`src/rtl/npu_queue_unit.sv`:
```
// npu_queue_unit: the FIFOs on the CPU/NPU boundary, and the responder for the
// EX-stage NPU ops.
//   config queue : CPU (iExNpuCfgOp) -> NPU (oNpuCfg*/iNpuCfgReady)
//   input queue  : CPU (iExNpuEnqOp) -> NPU (oNpuIn*/iNpuInReady)
//   output queue : NPU (iNpuOutValid/oNpuOutReady) -> CPU (iExNpuDeqOp/oCpuData)
// Ports:
//   iClk, iRst       clock and synchronous active-high reset
//   iExNpu*Op        EX-stage ops; they commit only while iStall is low
//   iCpuData         write data for cfg/enq ops
//   oCpuData         output-queue head (first-word fall-through, 0 when empty)
//   oNpu*Full/Empty  queue flags for the hazard logic, taken from registered counts
//   oNpuCfg*/oNpuIn* valid/data heads toward the NPU
//   iNpuOut*         NPU result handshake
//   oProtocolErr     sticky: a CPU op hit a full/empty queue while not stalled

module npu_queue_fifo #(
  parameter int unsigned WIDTH = 32,
  parameter int unsigned DEPTH = 8
) (
  input  logic             clk,
  input  logic             rst,
  input  logic             push,
  input  logic             pop,
  input  logic [WIDTH-1:0] wdata,
  output logic [WIDTH-1:0] head,
  output logic             full,
  output logic             empty
);
  localparam int unsigned AW = $clog2(DEPTH);
  localparam logic [AW:0]   CNT_FULL = DEPTH[AW:0];
  localparam logic [AW:0]   CNT_ONE  = 1;
  localparam logic [AW-1:0] PTR_ONE  = 1;

  logic [WIDTH-1:0] mem_q [DEPTH];
  logic [WIDTH-1:0] mem_d [DEPTH];
  logic [AW-1:0]    wr_ptr_q, wr_ptr_d;
  logic [AW-1:0]    rd_ptr_q, rd_ptr_d;
  logic [AW:0]      count_q, count_d;
  logic             push_ok;
  logic             pop_ok;

  assign full  = (count_q == CNT_FULL);
  assign empty = (count_q == '0);
  assign head  = empty ? '0 : mem_q[rd_ptr_q];

  // Gating uses the registered flags: a push into a full queue or a pop from an
  // empty one is dropped, so an empty queue never bypasses write data to head.
  assign push_ok = push & ~full;
  assign pop_ok  = pop & ~empty;

  always_comb begin
    mem_d    = mem_q;
    wr_ptr_d = wr_ptr_q;
    rd_ptr_d = rd_ptr_q;
    count_d  = count_q;
    if (push_ok) begin
      mem_d[wr_ptr_q] = wdata;
      wr_ptr_d        = wr_ptr_q + PTR_ONE;
    end
    if (pop_ok) begin
      rd_ptr_d = rd_ptr_q + PTR_ONE;
    end
    case ({push_ok, pop_ok})
      2'b10:   count_d = count_q + CNT_ONE;
      2'b01:   count_d = count_q - CNT_ONE;
      default: count_d = count_q;
    endcase
  end

  // Contents need no reset: the head is masked to zero while the queue is empty.
  always_ff @(posedge clk) begin
    mem_q <= mem_d;
  end

  always_ff @(posedge clk) begin
    if (rst) begin
      wr_ptr_q <= '0;
      rd_ptr_q <= '0;
      count_q  <= '0;
    end else begin
      wr_ptr_q <= wr_ptr_d;
      rd_ptr_q <= rd_ptr_d;
      count_q  <= count_d;
    end
  end
endmodule

module npu_queue_unit #(
  parameter int unsigned DATA_WIDTH = 32,
  parameter int unsigned CFG_DEPTH  = 8,
  parameter int unsigned IN_DEPTH   = 8,
  parameter int unsigned OUT_DEPTH  = 8
) (
  input  logic                  iClk,
  input  logic                  iRst,
  input  logic                  iExNpuCfgOp,
  input  logic                  iExNpuEnqOp,
  input  logic                  iExNpuDeqOp,
  input  logic                  iStall,
  input  logic [DATA_WIDTH-1:0] iCpuData,
  output logic [DATA_WIDTH-1:0] oCpuData,
  output logic                  oNpuConfigFull,
  output logic                  oNpuInputFull,
  output logic                  oNpuOutputEmpty,
  output logic                  oNpuCfgValid,
  output logic [DATA_WIDTH-1:0] oNpuCfgData,
  input  logic                  iNpuCfgReady,
  output logic                  oNpuInValid,
  output logic [DATA_WIDTH-1:0] oNpuInData,
  input  logic                  iNpuInReady,
  input  logic                  iNpuOutValid,
  input  logic [DATA_WIDTH-1:0] iNpuOutData,
  output logic                  oNpuOutReady,
  output logic                  oProtocolErr
);
  logic cfg_full, cfg_empty;
  logic in_full, in_empty;
  logic out_full, out_empty;
  logic err_q, err_d;

  npu_queue_fifo #(.WIDTH(DATA_WIDTH), .DEPTH(CFG_DEPTH)) u_cfg_q (
    .clk   (iClk),
    .rst   (iRst),
    .push  (iExNpuCfgOp & ~iStall),
    .pop   (iNpuCfgReady),
    .wdata (iCpuData),
    .head  (oNpuCfgData),
    .full  (cfg_full),
    .empty (cfg_empty)
  );

  npu_queue_fifo #(.WIDTH(DATA_WIDTH), .DEPTH(IN_DEPTH)) u_in_q (
    .clk   (iClk),
    .rst   (iRst),
    .push  (iExNpuEnqOp & ~iStall),
    .pop   (iNpuInReady),
    .wdata (iCpuData),
    .head  (oNpuInData),
    .full  (in_full),
    .empty (in_empty)
  );

  npu_queue_fifo #(.WIDTH(DATA_WIDTH), .DEPTH(OUT_DEPTH)) u_out_q (
    .clk   (iClk),
    .rst   (iRst),
    .push  (iNpuOutValid),
    .pop   (iExNpuDeqOp & ~iStall),
    .wdata (iNpuOutData),
    .head  (oCpuData),
    .full  (out_full),
    .empty (out_empty)
  );

  assign oNpuConfigFull  = cfg_full;
  assign oNpuInputFull   = in_full;
  assign oNpuOutputEmpty = out_empty;
  assign oNpuCfgValid    = ~cfg_empty;
  assign oNpuInValid     = ~in_empty;
  assign oNpuOutReady    = ~out_full;
  assign oProtocolErr    = err_q;

  always_comb begin
    err_d = err_q;
    if (~iStall & ((iExNpuCfgOp & cfg_full) |
                   (iExNpuEnqOp & in_full)  |
                   (iExNpuDeqOp & out_empty))) begin
      err_d = 1'b1;
    end
  end

  always_ff @(posedge iClk) begin
    if (iRst) begin
      err_q <= 1'b0;
    end else begin
      err_q <= err_d;
    end
  end
endmodule

```
`config.mk`:
```
export PLATFORM = sky130hd
export DESIGN_NAME = npu_queue_unit
export DESIGN_NICKNAME = d
export VERILOG_FILES = /design/src/rtl/npu_queue_unit.sv
export SDC_FILE = /design/constraint.sdc
export NUM_CORES = 1
export LEC_CHECK = 0
export ABC_AREA = 1
export CAP_MARGIN = 30
export CORE_MARGIN = 2
export CORE_UTILIZATION = 54
export CTS_BUF_LIST = sky130_fd_sc_hd__clkbuf_16
export DETAILED_ROUTE_END_ITERATION = 10
export GPL_ROUTABILITY_DRIVEN = 0
export GPL_TIMING_DRIVEN = 0
export PLACE_DENSITY = 0.85
export SETUP_SLACK_MARGIN = 0.02
export SLEW_MARGIN = 0
export SYNTH_ARGS = -nofsm -noshare
export SYNTH_HDL_FRONTEND = slang
export SYNTH_SLANG_ARGS = --single-unit
```
`constraint.sdc`:
```
create_clock -name iClk -period 4.03 [get_ports iClk]
set_clock_uncertainty 0.2 [all_clocks]
set_input_delay 0.806 -clock iClk [delete_from_list [all_inputs] [get_ports iClk]]
set_output_delay 0.806 -clock iClk [all_outputs]
set_load 0.02 [all_outputs]
```
# [Word-level counts from Yosys, hierarchy flattened]
# Cells that the tools add are included.
[totals] ff_bits=799 inputBits=73 out_inout_bits=103 word_cells=125
[classes] n_addsub=12 order_cmp=9 eq_ne=9 muxes=24 bitwise=28 n_reduce_logical=9
[ops] cell="256-bit bitwise mux" n=3
[ops] cell="32-bit 2-to-1 mux" n=12
[ops] cell="32-bit binary-select mux with 3-bit select" n=3
[ops] cell="32-bit demux with 3-bit select" n=3
[ops] cell="4-bit greater-or-equal comparator, second input constant" n=6
[ops] cell="3-bit NOT with 4-bit output" n=6
[ops] cell="4-bit one-hot mux with 2 select lines" n=3
[ops] cell="3-bit by 1-bit adder with 3-bit output, second input constant" n=6
[ops] cell="1-bit bitwise AND" n=13
[ops] cell="4-bit by 1-bit adder with 4-bit output, second input constant" n=3
[ops] cell="4-bit == test, second input constant" n=3
[ops] cell="4-bit zero test" n=3
[ops] cell="4-bit by 1-bit < comparator with 1-bit output, second input constant" n=3
[ops] cell="4-bit by 1-bit subtractor with 4-bit output, second input constant" n=3
[ops] cell="1-bit NOT" n=7
[ops] cell="2-bit by 1-bit == test with 1-bit output, second input constant" n=3
[ops] cell="2-bit == test, second input constant" n=3
[ops] cell="2-bit nonzero test" n=3
[ops] cell="1-bit logical AND" n=3
[ops] cell="1-bit bitwise OR" n=2

# [Logic depth before layout (Yosys ltp)]
[logic_depth] word_depth=6 depth_mapped=14 mapped_depth_nobuf=14

# [By module]
# Synthesis repeated with hierarchy kept, for this count alone.
[unflattened] cells_unflattened=2624 area_unflattened_um2=32045.7
[modules_own_cells] mod="npu_queue_fifo (u_cfg_q ...)" instances=2 cells_each=879 area_per_inst_um2=10655.2 seq_area_each_um2=7887.6
[modules_own_cells] mod="npu_queue_fifo (u_out_q)" instances=1 cells_each=848 area_per_inst_um2=10645.2 seq_area_each_um2=7887.6
[modules_own_cells] mod="npu_queue_unit" instances=1 cells_each=18 area_per_inst_um2=90.1 seq_area_each_um2=20.0

# [Worst setup path before layout]
# OpenSTA, ideal clock, no wires.
[synth_timing] path_kind="input to register" startpoint="input port iStall" endpoint="register u_cfg_q.mem_q[128] (netlist bit) (enable)" setup_time_ns=0.461 t_arrival_ns=3.443 required_time_ns=3.369 setup_slack_ns=-0.075 cell_stages=4 n_path_buf=1 path_cell_list="inv_1 > nand3_1 > buf_2 > nor3_1"
[synth_via] elab_chain_len=3
[synth_rtl] item="from (decl)" line_no="99" source="input logic iStall,"
[synth_rtl] item="1-bit NOT" line_no="124" source=".push (iExNpuCfgOp & ~iStall),"
[synth_rtl] item="1-bit bitwise AND" line_no="124"
[synth_rtl] item="1-bit bitwise AND" line_no="48" source="assign push_ok = push & ~full;"
[synth_rtl] item="to (signal assigned)" line_no="72" source="mem_q <= mem_d;"
[synth_rtl] item="to (decl)" line_no="34" source="logic [WIDTH-1:0] mem_q [DEPTH];"
# No other way between the ends.
# A chain may end at the register's enable or synchronous reset.

# [Final worst setup path]
[layout_timing] startpoint="register u_in_q.rd_ptr_q[1]" endpoint="output port oNpuInData[17]"
[layout_via] elab_chain_len=5
[layout_rtl] item="from (decl)" line_no="37" source="logic [AW-1:0] rd_ptr_q, rd_ptr_d;"
[layout_rtl] item="from (signal assigned)" line_no="82" source="rd_ptr_q <= rd_ptr_d;"
[layout_rtl] item="3-bit NOT with 4-bit output (not written as such)" line_no="44" source="assign head = empty ? '0 : mem_q[rd_ptr_q];"
[layout_rtl] item="32-bit binary-select mux with 3-bit select" line_no="44"
[layout_rtl] item="32-bit 2-to-1 mux (not written as such) (2 in a row)" line_no="44"
[layout_rtl] item="32-bit 2-to-1 mux" line_no="44"
[layout_rtl] item="to (decl)" line_no="109" source="output logic [DATA_WIDTH-1:0] oNpuInData,"
# No other way between the ends. The select of a mux whose other input is x is not followed.

==> impl_results.md <==
- DR vias/cell: 6.246
- Starting Density: 0.5441
- Die width: roughly 250 um
- Pwr/cell area: 674.3 nW/um^2
- Final Hold Violating Endpoints: 0
- Yosys Warn Count: 0
- Max_slew headroom: 0.3356
- H-tree lvl count: 3
- Util after Layout: 0.6507
- Netlist cell types: 25
- ANT nets after route: 0
- Combinational Power Share: 0.337
- Core Region: 58800 sq um
- Syn avg cell area: 12.55 sq um
- Status: completed
- Critical Path Source: u_in_q.rd_ptr_q[1]
- Global-route usage over all layers: 0.2834
- Num ports: 176
- DIE AREA: 61200 sq um
- Worst-Margin Slew: 0.9912 ns
- Leading area contributor after synthesis: edfxtp_1
- CP required: 3.02 ns
- RSZ-0062 raised after global routing: yes
- Register share of total power: 0.375
- Placement Cell Area: 35560 sq um
- Port Buffers: 175
- Hold WC Path Type: flop to flop
- Fin cells: around 3700
- Sw power: 9.044 mW
- Post-route setup slack: 0.03988 ns
- R2R depth: 6
- Initial DRC count: around 3300
- Switching share of power: 0.3505
- Commonest non-fill, non-tap cell in the layout: edfxtp_1
- Clk Latency, worst-skew pair: 0.64 ns
- Clock Pin Slew Worst Setup and Hold Paths: 0.07 ns
- Crit Path Class: flop to output port
- Top post-synthesis cells by area: edfxtp_1, nor2_1, o21ai_0
- Max Cap Viol: 0
- Number of remaining DRC errors: 0
- Placed cells: 3551
- Synthesized cell area: 31990 sq um
- Ys flop type: edfxtp_1
- Worst Path Max Fanout: 10
- Final worst-path cycle share: 0.9901
- Worst r2r src: u_in_q.count_q[1]
- DP Worst Slack: 0.4136 ns
- Pin count of the biggest net entering global routing: 28
- Post-synthesis cell count: 2548
- Pleak: 13.40 nW
- Post-Syn Nets: 2636
- DPL Wire Length: 55.54 mm
- Slew Limit Fails: 0
- Core Rows: 89
- Internal power: ~17 mW
- Finished Cell Area: 38260 sq um
- CTS sink count: around 800
- Reg-to-Reg End: u_in_q.mem_q[39]
- Initial DRT Pass Iterations: 7
- Post-synthesis sequential area ratio: 0.7403
- CTS tree: done
- F_max: 250.6 MHz
- Synth top area share: 0.7209
- GRT overflow: 0
- WL/cell: 23.80 um
- Crit path DAT: just under 3 ns
- Clock share of power: 0.289
- Die span in y: 247.4 um
- Global-route wire length before repair: 131.2 mm
- Most frequent cells in the layout: edfxtp_1, nor2_1, o21ai_0
- Startpoint Class: flop
- Initial antenna violation count: 2
- Shortest period the worst path allows: 3.990 ns
- Flop2flop setup slack: 1.24 ns
- Net count, final: 2946
- Cts bufs inserted: ~80
- Post-synthesis register bit count: 799
- Asr flop ratio synth: 0
- Fraction of layout cells with a size suffix above 1: 0.1156
- CP Capture Type: output port
- Clock Path Buffers: 3
- Crit path to: oNpuInData[17]
- EDFF count, synth: 768
- Post-Route WL: roughly 88 mm
- Fillcell total: 3797
- VDD IR-drop max: 0.5614 mV
- P&R area growth vs syn: 19.61%
- Setup violators final: 0
- Root Driver: clkbuf_16
- Vias in the first global route: about 23000
- DR vias: 23100
[worst min-delay path by stage]
stage	from	endpoint	slack, ns	cells past startpoint
6_report	oProtocolErr	oProtocolErr	0.26	2
4_1_cts	oProtocolErr	oProtocolErr	0.27	2
3_5_place_dp	oProtocolErr	oProtocolErr	0.26	2
5_1_grt	oProtocolErr	oProtocolErr	0.30	2
3_3_place_gp	oProtocolErr	oProtocolErr	0.25	2
2_1_floorplan	u_out_q.wr_ptr_q[0]	u_out_q.wr_ptr_q[0]	0.26	2
[Yosys cell counts (6+ instances only)]
master,count
edfxtp_1,768
nand2_1,143
o21ai_0,396
clkbuf_1,47
buf_6,28
buf_4,12
nor2_1,701
inv_1,51
o22ai_1,96
a21oi_1,25
ha_1,15
clkbuf_2,9
xnor2_1,6
o21ai_1,11
nor3_1,19
o211ai_1,96
dfxtp_1,31
buf_2,61
nand3_1,19
[stage by stage]
stage          setup TNS [ns]  hold WS, ns  power (mW)
2_1_floorplan          -37.74       0.2585       14.54
3_3_place_gp         -1306.70       0.2478       17.75
3_5_place_dp                0       0.2580       18.15
4_1_cts                     0       0.2678       25.59
5_1_grt                     0       0.2966       26.66
6_report                    0       0.2617       25.80
[registers in the layout (all words and copies together), names as in the netlist]
register,cells
oProtocolErr,1
u_cfg_q.count_q,4
u_cfg_q.mem_q,256
u_cfg_q.rd_ptr_q,3
u_cfg_q.wr_ptr_q,3
u_in_q.count_q,4
u_in_q.mem_q,256
u_in_q.rd_ptr_q,3
u_in_q.wr_ptr_q,3
u_out_q.count_q,4
u_out_q.mem_q,256
u_out_q.rd_ptr_q,3
u_out_q.wr_ptr_q,3
[final cells by class]
cell class,instances,area (sq um),area share
Buffer,157,962.2,0.02515
Multi-Input combinational cell,1538,7327,0.1915
Clock buffer,79,1977,0.05167
Sequential cell,799,23680,0.6190
Clock inverter,67,658.1,0.01720
Timing Repair Buffer,230,2480,0.06481
Antenna cell,2,5.005,0.0001308
Tap cell,773,967.2,0.02528
Inverter,54,202.7,0.005298
[routing by layer]
layer	up-vias	wire length, um	global-route usage	part of all wire
met2	1808	44130	0.4873	0.50
met4	2	4002	0.1395	0.045
li1	9823	-	-	-
met1	11120	30040	0.3443	0.34
met5	-	11	0	0.00012
met3	355	9850	0.05407	0.11
[timing repair]
item	in CTS	in global routing
setup endpoints to repair	13	37
gates resized for setup	6	44
buffers inserted	0	0
pin swaps	0	0
hold buffers	0	0
[logic make-up (layout without fill, tap and decap cells)]
group / count (synthesis) / count (layout) / share of synthesized area
adder cells (fa/ha/maj): 15 / 15 / 0.005867
AND/OR/NAND/NOR: 889 / 889 / 0.1067
AO/OA/AOI/OAI: 624 / 624 / 0.1089
XOR/XNOR: 10 / 10 / 0.002738
other: 0 / 2 / 0
flip-flops: 799 / 799 / 0.7403
buffers and inverters: 211 / 587 / 0.03548
[critical path, stage by stage, from the launching register on]
cell             delay [ns]
dfxtp_1                0.54
clkbuf_1               0.42
o21ai_0                0.18
o211ai_1               0.19
nand2_1                0.08
nor2_1                 0.26
clkdlybuf4s50_1        0.67
[power groups by stage]
stage | Sequential [mW] | Combinational, mW | Clock [mW]
CTS | 9.65 | 8.49 | 7.44
global placement | 9.82 | 7.93 | 0
floorplan | 9.78 | 4.75 | 0
global route | 9.68 | 9.24 | 7.74
finish | 9.66 | 8.68 | 7.45
detailed placement | 9.82 | 8.33 | 0
Note: power is estimated with default switching activity, not from simulation.
